$ cat src/rtl/audio_saw.sv
`default_nettype none
// ============================================================================
// Module      : audio_saw
// Description : Phase-accumulator sawtooth generator; the sample is the top
//               OUT_WIDTH bits of a free-running modular accumulator.
// Revision    : 1.0 - initial release
// ============================================================================
module audio_saw #(
   parameter int ACC_WIDTH  = 27,
   parameter int FREQ_WIDTH = 16,
   parameter int OUT_WIDTH  = 8
) (
   input  logic                  clk,
   input  logic                  rstn,
   input  logic [FREQ_WIDTH-1:0] freq_i,
   output logic [OUT_WIDTH-1:0]  sample_data_o
);

   logic [ACC_WIDTH-1:0] r_acc;
   logic [ACC_WIDTH-1:0] w_inc;

   // Zero-extend the increment to accumulator width; carry out of the sum is dropped.
   assign w_inc = ACC_WIDTH'(freq_i);

   always_ff @(posedge clk or negedge rstn) begin
      if (!rstn) begin
         r_acc <= '0;
      end else begin
         r_acc <= r_acc + w_inc;
      end
   end

   assign sample_data_o = r_acc[ACC_WIDTH-1 -: OUT_WIDTH];

endmodule
`default_nettype wire

$ cat config.mk
export PLATFORM = sky130hd
export DESIGN_NAME = audio_saw
export DESIGN_NICKNAME = d
export VERILOG_FILES = /design/src/rtl/audio_saw.sv
export SDC_FILE = /design/constraint.sdc
export NUM_CORES = 1
export LEC_CHECK = 0
export CORE_MARGIN = 4
export CORE_UTILIZATION = 25
export DETAILED_ROUTE_END_ITERATION = 8
export MAX_ROUTING_LAYER = met4
export RECOVER_POWER = 25
export SETUP_SLACK_MARGIN = 0.05
export SYNTH_ARGS = -nofsm -noshare
export SYNTH_HDL_FRONTEND = slang
export SYNTH_SLANG_ARGS = --single-unit
$ cat constraint.sdc
create_clock -name clk -period 5.8 [get_ports clk]
set_input_delay 0.87 -clock clk [delete_from_list [all_inputs] [get_ports clk]]
set_output_delay 0.87 -clock clk [all_outputs]
set_load 0.02 [all_outputs]
== Word-level counts from Yosys, hierarchy flattened ==
Cells that the tools add are included.
Widths: inputs -> output; s select.

* $mul: 0
* Reduce and logical (&&, ||, !) cells: 0
* Divide/modulo/power cells: 0
* Add/subtract/negate cells: 1
* Equal/unequal tests: 0
* Magnitude comparators: 0
* Bitwise operators: 0
* Multiplexer cells: 0
* Shift-type cells: 0

{| class="wikitable"
|+ Operators by type and width
! cell !! number
|-
| $add 27x16->27 || 1
|}

* Register bits after elaboration: 27
* Memories kept: 0
* Bits in writable memories: 0
* Bits in read-only memories: 0
* Latch bits: 0
* Output and inout bits: 8

== Longest topological paths before layout ==
* Depth in word-level cells: 1
* Depth in mapped cells: 9
* Gate-level depth less buffers: 9

== Worst setup path before layout ==
OpenSTA, ideal clock, no wires.

* Kind: input-to-reg
* Start: input freq_i[0]
* End: register r_acc[22]
* Arrival time: 2.587 ns
* Path buffers: 0
* Setup slack: 3.089 ns
* Required time: 5.676 ns
* Stages: 9
* Cell sequence: ha_1 inv_1 fa_1 nand2b_1 a21oi_2 o31ai_4 a2111oi_2 o211ai_1 xnor2_1

* Word-level cells in the longest chain between the ends: 1

{| class="wikitable"
|+ Ends and longest elaborated chain
! element !! line !! RTL
|-
| start, declared || 15 || <nowiki>input logic [FREQ_WIDTH-1:0] freq_i,</nowiki>
|-
| $add 27x16->27 || 29 || <nowiki>r_acc <= r_acc + w_inc;</nowiki>
|-
| end signal, assigned || 29 ||
|-
| end, declared || 19 || <nowiki>logic [ACC_WIDTH-1:0] r_acc;</nowiki>
|}

Every way passes these cells.

== Final worst setup path ==
Ends and elaborated chain as after synthesis.

==> summary.txt <==
Critical path
  • CP Capture Type: flop
  • Startpoint types: primary input
  • Crit-path cells: clkdlybuf4s50_1, ha_1, inv_1, fa_1, nand2b_1, a21oi_2, o31ai_4, a2111oi_2, o211ai_1, xnor2_1
  • Critical Path Max Stage Delay: approximately 0.46 ns
  • CP Buf/Inv Count: 2
  • R2R Path End: r_acc[22]
  • Reg2Reg Depth: 9
  • Crit Path Class: primary input to flop
  • CP Data Required Time: 5.98 ns
  • Worst-path maximum fanout: 3
  • FF-to-FF setup slack: 3.46 ns
  • Slowest CP cell: clkdlybuf4s50_1
  • Worst r2r src: r_acc[0]
  • CP Data Arrival Time: 3.24 ns
  • Cell family with most CP delay: compound AO/OA/AOI/OAI gates

Synth
  • Cell Area, Synth: 1880 sq um
  • Netlist cell types: 40
  • Synthesized Nets: ~230
  • Commonest register cell after synthesis: dfrtp_1
  • Synth Warn #: 0
  • Synth Register Bits: 27
  • Post-synthesis sequential area ratio: 0.360
  • Post-synth EDFFs: 0
  • Avg Cell Area, Syn: 9.57 sq um
  • Ys async rst share: 1.00
  • Instance count of the mapped netlist: 196

Worst hold path
  • Hold Crit Depth: 1
  • Hold-critical path endpoint: r_acc[0]
  • Hold Path Origin: r_acc[0]
  • Hold WC Path Type: flop to flop

Final layout
  • Footprint of the multi-input gates: 1110 sq um
  • NumNets Final: about 250
  • Max FFs per register: 27
  • Commonest non-fill, non-tap cell in the layout: dfrtp_1
  • Most frequent cells in the layout: dfrtp_1 (27), clkdlybuf4s50_1 (24), nand2_1 (22), a21oi_1 (18)
  • Share of post-route cells with drive strength above 1: 0.0605
  • Antenna diodes: 0
  • Final instance count without filler cells: between 300 and 400
  • Biggest register: r_acc
  • Layout area overhead: 18.9%
  • Flip-flop and latch area: 676 sq um
  • Biggest regs: r_acc: 27 flops
  • Fillers: 799

Route
  • Drt total wl: 4.12 mm
  • Drt pass-1 iters: 4
  • Detailed-route DRC error count: 0
  • Vias: between 1,000 and 1,500
  • DRT iter0 DRCs: 55
  • Post-DRT Antenna Nets: 0
  • Via density: 4.63
  • WL/cell: 13.1 um

Global routing
  • GR Overflow Total: 0
  • Largest net degree at the start of global routing: 28
  • First-pass GRT wire length: 7.04 mm
  • Vias in the first global route: about 1,600
  • All-Layer GR Usage: 0.102
  • Antenna violations before repair: 0

Floorplan
  • Die ar.: 8950 sq um
  • Num rows: 31
  • Initial Util: 0.259
  • Num ports: 26
  • Core footprint: 7250 sq um
  • Die X: 94.6 um
  • Die Ht: 94.6 um

STA
  • Worst-Margin Slew: around 1.5 ns
  • Tcrit/Tclk final: 0.529
  • RSZ-0062 raised after global routing: no
  • Final min period: 3.07 ns
  • Total Negative Setup Slacks: 0 ns
  • Final setup fails: 0
  • Hold Vio Cnt, Final: 0
  • Max Fclk: about 330 MHz
  • Pins Over Slew Limit: 0
  • Clock skew: 0.0130 ns
  • Relative slew slack: 0.0285

CTS
  • Post-cts hold buffer count: 0
  • # Post-CTS Setup Buffers: 0
  • CTS sink count: 27
  • CTS tree: done
  • Max Root-Sink Buffers: 2
  • Post-CTS Resized: 0
  • H-tree lvl count: 1
  • Clk slew on worst S/H paths: 0.11 ns
  • Clock Latency Late Sink: 0.28 ns
  • Root buffer cell: clkbuf_8
  • Number of CTS-inserted buffers: 3

Outcome
  • Outcome: completed

Place
  • I/O Buffers: 25
  • Placed instance count: 310
  • DP HPWL: 3.28 mm
  • Routability Congestion: 0.901

Pwr
  • Lkg Pwr: 0.930 nW
  • VDD IR max: 0.110 mV
  • P per Cell Area: 511 nW/um^2

Job
  • Number of max-cap violations: 0
## worst max-delay path by stage
| stage | from | to | slack, ns | depth (start not counted) |
|---|---|---|---|---|
| after floorplan | freq_i[0] | r_acc[22] | 3.09 | 9 |
| after CTS | freq_i[0] | r_acc[22] | 2.72 | 10 |
| after global routing | freq_i[0] | r_acc[22] | 2.53 | 10 |
| final | freq_i[0] | r_acc[22] | 2.73 | 10 |
| after detailed placement | freq_i[0] | r_acc[22] | 2.41 | 10 |
| after global placement | freq_i[0] | r_acc[22] | 2.50 | 10 |
## cell families (layout without fill, tap and decap cells)
logic type                 after synthesis  in the layout  share of synthesized area
muxes                                    1              1                    0.00534
adders and majority gates               17             17                      0.117
AOI/OAI and AO/OA                       55             55                      0.208
DFF                                     27             27                      0.360
buffers and inverters                   16             35                     0.0480
and+or+nand+nor                         57             57                      0.153
xor gates and xnor gates                23             23                      0.107
## Yosys cell counts (5+ instances only)
cell	count	share of area
nand3_1	6	0.016
nor2_1	9	0.018
o211ai_1	6	0.024
ha_1	16	0.11
a21oi_1	18	0.048
dfrtp_1	27	0.36
o21ai_0	5	0.013
inv_1	5	0.010
xnor2_1	16	0.075
buf_4	8	0.032
nand2_1	22	0.044
xor2_1	7	0.033
## per-stage QoR
stage | worst slack, ns | util | hold slack, ns | area [sq um] | total power [W]
after floorplan | 3.09 | - | 0.443 | 1880 | 0.000886
after global routing | 2.53 | 0.308 | 0.515 | 2230 | 0.00126
after CTS | 2.72 | 0.308 | 0.490 | 2230 | 0.00116
after global placement | 2.50 | 0.301 | 0.453 | 2190 | 0.00103
after detailed placement | 2.41 | 0.301 | 0.466 | 2190 | 0.00103
final | 2.73 | 0.308 | 0.481 | 2230 | 0.00114
## layout make-up
| class | instances | share of cell area |
|---|---|---|
| multi-input cells | 153 | 0.497 |
| clock buffers | 3 | 0.0185 |
| well taps | 99 | 0.0555 |
| clock inverters | 1 | 0.00337 |
| flip-flops and latches | 27 | 0.303 |
| inverters | 5 | 0.00841 |
| repair buffers | 26 | 0.114 |
## routing by layer
layer / GRT usage / vias up / part of all wire
met5: - / - / 0
met4: 0.0373 / 0 / 0.017
li1: - / 746 / -
met2: 0.162 / 24 / 0.47
met3: 0.0255 / 6 / 0.039
met1: 0.126 / 678 / 0.48
## report_power, final
part           internal [W]  switching (W)  total, W  leakage [nW]
clock network     0.0000489      0.0000643  0.000113        0.0217
logic              0.000303       0.000392  0.000695         0.583
registers          0.000277      0.0000545  0.000332         0.325
total              0.000629       0.000510   0.00114         0.930
No activity file was read; power rests on OpenSTA's default activity.
